**src/rtl/byte_decode_stream.sv**
```systemverilog
// Streaming ByteDecode_d: unpacks one 32*D-byte polynomial into NCOEF D-bit coefficients, LSB-first.
// Build option BYTE_DECODE_DECOMPRESS_EN adds a decompress stage ahead of the output register (12-bit out_coeff).

`ifdef BYTE_DECODE_DECOMPRESS_EN
module decompress #(
  parameter int D = 1
) (
  input  logic [D-1:0] y_i,
  output logic [11:0]  x_o
);
  logic [23:0] prod;

  // Round-to-nearest of q*y/2^D, with q = 3329.
  assign prod = 24'd3329 * 24'(y_i) + 24'(1 << (D - 1));
  assign x_o  = 12'(prod >> D);
endmodule
`endif

module byte_decode_stream #(
  parameter int D     = 1,
  parameter int NCOEF = 256,
`ifdef BYTE_DECODE_DECOMPRESS_EN
  localparam int OUT_W = 12
`else
  localparam int OUT_W = D
`endif
) (
  input  logic             clk,
  input  logic             rst,
  input  logic             start,
  input  logic [7:0]       in_byte,
  input  logic             in_valid,
  output logic             in_ready,
  output logic [OUT_W-1:0] out_coeff,
  output logic             out_valid,
  input  logic             out_ready,
  output logic             out_last,
  output logic             busy,
  output logic             done
);
  localparam int BUF_W  = D + 7;
  localparam int FILL_W = $clog2(D + 8);
  localparam int NBYTES = NCOEF * D / 8;
  localparam int BCNT_W = $clog2(NBYTES + 1);
  localparam int CCNT_W = $clog2(NCOEF);

  if (!(D == 1 || D == 4 || D == 5 || D == 10 || D == 11)) begin : g_bad_d
    $error("byte_decode_stream: D must be one of 1, 4, 5, 10, 11");
  end
  if (NCOEF % 8 != 0) begin : g_bad_ncoef
    $error("byte_decode_stream: NCOEF must be a multiple of 8");
  end

  typedef enum logic [1:0] {IDLE, RUN, DONE} state_e;

  state_e             state_q, state_d;
  logic [BUF_W-1:0]   buf_q, buf_d;
  logic [FILL_W-1:0]  fill_q, fill_d;
  logic [BCNT_W-1:0]  bcnt_q, bcnt_d;
  logic [CCNT_W-1:0]  ccnt_q, ccnt_d;
  logic [OUT_W-1:0]   coeff_q, coeff_d;
  logic               in_fire, out_fire;

  // Accept needs fill<D and emit needs fill>=D, so at most one of them fires per cycle.
  assign in_ready  = (state_q == RUN) && (fill_q < FILL_W'(D)) && (bcnt_q < BCNT_W'(NBYTES));
  assign out_valid = (state_q == RUN) && (fill_q >= FILL_W'(D));
  assign out_last  = out_valid && (ccnt_q == CCNT_W'(NCOEF - 1));
  assign busy      = (state_q != IDLE);
  assign done      = (state_q == DONE);
  assign out_coeff = coeff_q;
  assign in_fire   = in_valid && in_ready;
  assign out_fire  = out_valid && out_ready;

  always_comb begin
    // NOTE: every signal assigned here gets a default first, so no path can infer a latch.
    state_d = state_q;
    buf_d   = buf_q;
    fill_d  = fill_q;
    bcnt_d  = bcnt_q;
    ccnt_d  = ccnt_q;
    unique case (state_q)
      IDLE: begin
        if (start) begin
          state_d = RUN;
          buf_d   = '0;
          fill_d  = '0;
          bcnt_d  = '0;
          ccnt_d  = '0;
        end
      end
      RUN: begin
        if (in_fire) begin
          buf_d  = buf_q | (BUF_W'(in_byte) << fill_q);
          fill_d = fill_q + FILL_W'(8);
          bcnt_d = bcnt_q + BCNT_W'(1);
        end else if (out_fire) begin
          buf_d  = buf_q >> D;
          fill_d = fill_q - FILL_W'(D);
          ccnt_d = ccnt_q + CCNT_W'(1);
          if (ccnt_q == CCNT_W'(NCOEF - 1)) state_d = DONE;
        end
      end
      DONE:    state_d = IDLE;
      default: state_d = IDLE;
    endcase
  end

  // The output register tracks the next buffer head, so out_coeff holds while out_valid stalls.
`ifdef BYTE_DECODE_DECOMPRESS_EN
  logic [11:0] dec_x;
  decompress #(.D(D)) u_decompress (
    .y_i(buf_d[D-1:0]),
    .x_o(dec_x)
  );
  assign coeff_d = dec_x;
`else
  assign coeff_d = buf_d[D-1:0];
`endif

  always_ff @(posedge clk or posedge rst) begin
    // NOTE: state updates use non-blocking assignments only; the datapath is reset as well so all outputs read 0.
    if (rst) begin
      state_q <= IDLE;
      buf_q   <= '0;
      fill_q  <= '0;
      bcnt_q  <= '0;
      ccnt_q  <= '0;
      coeff_q <= '0;
    end else begin
      state_q <= state_d;
      buf_q   <= buf_d;
      fill_q  <= fill_d;
      bcnt_q  <= bcnt_d;
      ccnt_q  <= ccnt_d;
      coeff_q <= coeff_d;
    end
  end
endmodule

```
**config.mk**
```make
export PLATFORM = sky130hd
export DESIGN_NAME = byte_decode_stream
export DESIGN_NICKNAME = d
export VERILOG_FILES = /design/src/rtl/byte_decode_stream.sv
export SDC_FILE = /design/constraint.sdc
export NUM_CORES = 1
export LEC_CHECK = 0
export CELL_PAD_IN_SITES_DETAIL_PLACEMENT = 2
export CELL_PAD_IN_SITES_GLOBAL_PLACEMENT = 2
export CORE_ASPECT_RATIO = 1.1
export CORE_MARGIN = 10
export CORE_UTILIZATION = 35
export CTS_CLUSTER_DIAMETER = 150
export DETAILED_ROUTE_END_ITERATION = 6
export PLACE_DENSITY_LB_ADDON = 0.1
export SLEW_MARGIN = 10
export SYNTH_ARGS = -nofsm -noshare
export SYNTH_HDL_FRONTEND = slang
export SYNTH_HIERARCHICAL = 1
export SYNTH_SLANG_ARGS = --single-unit
```
**constraint.sdc**
```tcl
create_clock -name clk -period 3.7 [get_ports clk]
set_clock_uncertainty 0.2 [all_clocks]
set_input_delay 0.74 -clock clk [delete_from_list [all_inputs] [get_ports clk]]
set_output_delay 0.74 -clock clk [all_outputs]
set_load 0.01 [all_outputs]
```
==> results of run 1 <==
final cells by class:
cell class | instances | area (um2)
tap | 56 | 70.1
timing repair buffer | 24 | 225
multi-input combinational | 132 | 908
clock inverter | 1 | 30.0
fill | 530 | 2690
inverter | 6 | 22.5
clock buffer | 3 | 41.3
sequential | 28 | 701
worst max-delay path: cells and delay by family, from the launching register on:
kind	cells	cell delay, ns
compound gates	1	0.34
buf+inv	2	0.69
flops	1	0.39
fa+ha+maj	1	0.22
simple gates	2	0.60
power by group through the flow:
stage                     Sequential [W]  Clock (W)  Combinational, W
after floorplan                 0.000490          0          0.000510
after global placement          0.000499          0          0.000666
after detailed placement        0.000510          0          0.000705
after CTS                       0.000504   0.000259          0.000714
after global routing            0.000526   0.000271          0.000784
final                           0.000502   0.000250          0.000699
per-stage QoR:
stage | hold slack [ns] | worst slack [ns] | total power, W | cells
6_report | 0.290 | 0.247 | 0.00145 | 250
5_1_grt | 0.323 | 0.112 | 0.00158 | 250
4_1_cts | 0.294 | 0.216 | 0.00148 | 250
3_5_place_dp | 0.282 | 0.583 | 0.00121 | 246
3_3_place_gp | 0.264 | 0.695 | 0.00116 | 246
2_1_floorplan | 0.245 | 0.835 | 0.00100 | 177
worst max path at each step:
stage                           from                    to  cells after the start
2_1_floorplan  fill_q[0]$_DFFE_PP0P_  buf_q[0]$_DFFE_PP0P_                     11
3_3_place_gp   fill_q[1]$_DFFE_PP0P_              out_last                      6
3_5_place_dp   fill_q[1]$_DFFE_PP0P_              out_last                      6
4_1_cts        fill_q[1]$_DFFE_PP0P_              out_last                      6
5_1_grt        fill_q[1]$_DFFE_PP0P_              out_last                      6
6_report       fill_q[1]$_DFFE_PP0P_              out_last                      6
flip-flops by register name, summed over array words and instances (netlist names):
name / count
bcnt_q: 6
buf_q: 8
ccnt_q: 8
fill_q: 4
state_q: 2
cells by family after synthesis:
kind of cell,share of synthesized area
AOI/OAI and AO/OA,0.182
xor gates and xnor gates,0.0308
adders and majority gates,0.0293
buffers and inverters,0.0579
DFF,0.410
muxes,0.0923
and+or+nand+nor,0.198
synth_stat cells (2+ instances only):
| library cell | count | share of area |
|---|---|---|
| nor3_1 | 2 | 0.0059 |
| nand2_1 | 18 | 0.040 |
| o211a_1 | 2 | 0.012 |
| nand3_1 | 7 | 0.021 |
| xor2_1 | 3 | 0.015 |
| a31oi_1 | 3 | 0.011 |
| a211oi_1 | 5 | 0.022 |
| ha_1 | 4 | 0.029 |
| nor2b_1 | 4 | 0.015 |
| nand4_1 | 4 | 0.015 |
| dfrtp_1 | 28 | 0.41 |
| mux2i_1 | 9 | 0.053 |
| o21ai_0 | 17 | 0.050 |
| xnor2_1 | 3 | 0.015 |
| clkbuf_1 | 4 | 0.0088 |
| buf_1 | 2 | 0.0044 |
| inv_1 | 6 | 0.013 |
| buf_6 | 3 | 0.020 |
| mux4_2 | 3 | 0.040 |
| o211ai_1 | 3 | 0.013 |
| a21oi_1 | 7 | 0.021 |
| nor2_1 | 15 | 0.033 |
| nor4_1 | 2 | 0.0073 |
layer usage:
layer  track usage  vias to the layer above  wire, um
li1              -                      679         -
met1         0.145                      744      2070
met2         0.243                       13      2730
met3        0.0252                        5       144
met4        0.0432                        0        65
met5             0                        -         0
==> out/metrics.cfg, run 1 <==
[hold_path]
whs_path_depth = 1
holdPathEnd = ccnt_q[6]$_DFFE_PP0P_
min_from = ccnt_q[6]$_DFFE_PP0P_
hp-class = reg -> reg

[timing]
worst_slew_margin_rel = 0.539
fin_crit_sh = 0.933
hold_violations = 0
slew_violations = 0
worst_pin_slew_ns = 0.684
fin_crit_ns = 3.45
rsz0062_at_grt = false
tns_ns = 0
setup_violations = 0
fmax_ghz = 0.290

[setup_path]
slowest_delay_ns = 0.51
path_class = reg -> out
cp.required_ns = 2.76
reg2regPathDepth = 7
r2r_slack_ns = 0.77
crit_chain = inv_1 > ha_1 > or3b_1 > o21ai_0 > nor2_1 > clkdlybuf4s50_1
r2r-end = buf_q[6]$_DFFE_PP0P_
cp-end-kind = output port
worstPathArrival_ns = 2.51
start_kind = flip-flop
crit_fanout = 7
cpMaxStageDelayCell = or3b_1
reg2reg_from = fill_q[1]$_DFFE_PP0P_

[clocking]
cts_buffers = 3
cts_hold_buffers = 0
clk_path_buf_depth = 2
cts.sinks = 28
cts.clk_slew.worst_paths_ns = 0.09
clockRootBuffer = clkbuf_8
cts-resized-gates = 0
insertion_delay_ns = 0.29
cts-htree-levels = 1
post_cts_buffers = 0
cts_tree = yes

[yosys]
synth_edf_count = 0
synth_seq_area_share = 0.410
async_reset_ff_frac = 1.00
ys_ff_latch = 28
netlist-cell-type-count = 46
syn_inst = 177
synth_ff_type = dfrtp_1
netlist_area_um2 = 1710
avgSynthCellArea_um2 = 9.65
ys_warn_count = 6
synth_nets = 194

[pwr]
p_switching_w = 0.000598
p_clk_frac = 0.172
ir_drop_mv = 0.238
comb_power_share = 0.482
p_seq_frac = 0.346
intPower_w = 0.000853
switching_share = 0.412
leakage_nw = 0.856
powerDensity_nw_per_um2 = 726

[floorplan]
rows = 26
fp.dieH_um = 93.3
die_area_um2 = 8080
start_util = 0.365
core_um2 = 4680
ios = 19
die_x_um = 86.6

[global_route]
grt_max_degree = 29
grt_overflow = 0
grt_pass1_vias = 1645
track_usage = 0.131
antenna_found_initial = 0
grt_pass1_wl_um = 8560

[final_layout]
fin_util = 0.427
layout.nets = 212
syn_to_final_growth_pct = 17.0
n_antenna_cell = 0
layout_common_cells = dfrtp_1, nand2_1, clkdlybuf4s50_1
drive_gt1_frac = 0.0979
layout_commonest_cell = dfrtp_1
final_design_area_no_fill_um2 = 2000

[placed_design]
port_buffers = 18
post_dp_cell_area_um2 = 1930
place.gp.congestion = 0.753
hpwl_um = 3760

[route]
drc = 0
firstDrtPassIters = 4
postRouteAntennaNets = 0
vias_per_cell = 5.76
finalWirelength_um = 5010
via_count = 1441
wire_per_inst_um = 20.0
drt_iter0_drc = 20

[flow_run]
maxCapViolCount = 0

[status]
status = finished clean

(Power assumes the default switching activity.)
==> inputs of run 2 (changes only) <==
--- a/config.mk
+++ b/config.mk
@@ -9,9 +9,11 @@
 export CELL_PAD_IN_SITES_GLOBAL_PLACEMENT = 2
 export CORE_ASPECT_RATIO = 1.1
 export CORE_MARGIN = 10
-export CORE_UTILIZATION = 35
+export CORE_UTILIZATION = 39
 export CTS_CLUSTER_DIAMETER = 150
 export DETAILED_ROUTE_END_ITERATION = 6
+export DONT_BUFFER_PORTS = 1
+export GPL_ROUTABILITY_DRIVEN = 0
 export PLACE_DENSITY_LB_ADDON = 0.1
 export SLEW_MARGIN = 10
 export SYNTH_ARGS = -nofsm -noshare
==> out/metrics.cfg, run 2 (synthesized netlist as in run 1, its figures left out) <==
[final_layout]
multi_input_area_um2 = 908
layout_commonest_cell = dfrtp_1
reg_top3 = buf_q x8, ccnt_q x8, bcnt_q x6
regArea_um2 = 701
nFillCells = 470
layout_common_cells = dfrtp_1, nand2_1, o21ai_0
syn_to_final_growth_pct = 4.54
n_antenna_cell = 0
drive_gt1_frac = 0.0872
final_design_area_no_fill_um2 = 1790
fin_util = 0.420
layout.nets = 190

[clocking]
cts_tree = yes
cts.sinks = 28
cts_hold_buffers = 0
cts-resized-gates = 0
clockRootBuffer = clkbuf_8
clk_path_buf_depth = 2
insertion_delay_ns = 0.28
post_cts_buffers = 0
cts.clk_slew.worst_paths_ns = 0.10
cts-htree-levels = 1
cts_buffers = 3

[placed_design]
post-place-ws_ns = 0.678
post_dp_cell_area_um2 = 1710
port_buffers = 0
hpwl_um = 3510

[route]
firstDrtPassIters = 4
postRouteAntennaNets = 0
drt_iter0_drc = 56
wire_per_inst_um = 20.5
vias_per_cell = 6.08
via_count = 1374
finalWirelength_um = 4630
drc = 0

[setup_path]
crit_fanout = 12
reg2regPathDepth = 7
r2r_slack_ns = 0.67
path_class = reg -> out
worstPathArrival_ns = 2.24
reg2reg_from = fill_q[1]$_DFFE_PP0P_
cp.required_ns = 2.76
r2r-end = buf_q[2]$_DFFE_PP0P_
cp-end-kind = output port
start_kind = flip-flop

[global_route]
track_usage = 0.130
grt_pass1_vias = 1556
grt_pass1_wl_um = 7970
grt_overflow = 0
grt_max_degree = 29
antenna_found_initial = 0

[floorplan]
die_area_um2 = 7430
rows = 25
die_x_um = 83.1
core_um2 = 4250
fp.dieH_um = 89.4
start_util = 0.401
ios = 19

[timing]
timing.hold.ws_ns = 0.255
fin_crit_sh = 0.860
hold_violations = 0
timing.final.ws_setup_ns = 0.517
worst_pin_slew_ns = 1.02
slew_violations = 0
worst_slew_margin_rel = 0.313
fmax_ghz = 0.314
rsz0062_at_grt = false
fin_crit_ns = 3.18
tns_ns = 0
setup_violations = 0

[status]
status = finished clean

[pwr]
leakage_nw = 0.763
ir_drop_mv = 0.203
powerDensity_nw_per_um2 = 762

[flow_run]
maxCapViolCount = 0

[hold_path]
hp-class = in -> async

## run 2: per-stage QoR
| stage | std cells | total power, W |
|---|---|---|
| 2_1_floorplan | 177 | 0.00100 |
| 3_3_place_gp | 222 | 0.00110 |
| 3_5_place_dp | 222 | 0.00113 |
| 4_1_cts | 226 | 0.00139 |
| 5_1_grt | 226 | 0.00149 |
| 6_report | 226 | 0.00136 |
## run 2: worst max-delay path: stages (launching register included)
cell     delay [ns]
dfrtp_1        0.55
inv_1          0.25
ha_1           0.20
or3b_1         0.48
o21ai_0        0.34
nor2_1         0.15
## run 2: cell type report
| cell class | count | area share |
|---|---|---|
| Tap cell | 54 | 0.0378 |
| Sequential cell | 28 | 0.392 |
| Inverter | 6 | 0.0126 |
| Clock buffer | 3 | 0.0231 |
| Multi-Input combinational cell | 132 | 0.509 |
| Timing Repair Buffer | 2 | 0.00841 |
| Clock inverter | 1 | 0.0168 |
## run 2: how the worst max path moves through the flow
stage                               start  cells past startpoint                    to
global route        fill_q[1]$_DFFE_PP0P_                      5              out_last
finish              fill_q[1]$_DFFE_PP0P_                      5              out_last
detailed placement  fill_q[1]$_DFFE_PP0P_                      7  buf_q[2]$_DFFE_PP0P_
CTS                 fill_q[1]$_DFFE_PP0P_                      5              out_last
floorplan           fill_q[0]$_DFFE_PP0P_                     11  buf_q[0]$_DFFE_PP0P_
global placement    fill_q[1]$_DFFE_PP0P_                      7  buf_q[6]$_DFFE_PP0P_
## run 2: layer usage
layer  GRT usage  share of wire
met5           0              0
met4      0.0356          0.014
met3      0.0328          0.043
met2       0.247           0.53
met1       0.141           0.41
## run 2: report_power, final
group          leakage (nW)  total [W]  switching [W]  internal, W
logic                 0.376   0.000568       0.000330     0.000238
clock network        0.0357   0.000243      0.0000976     0.000145
registers             0.351   0.000550       0.000139     0.000412
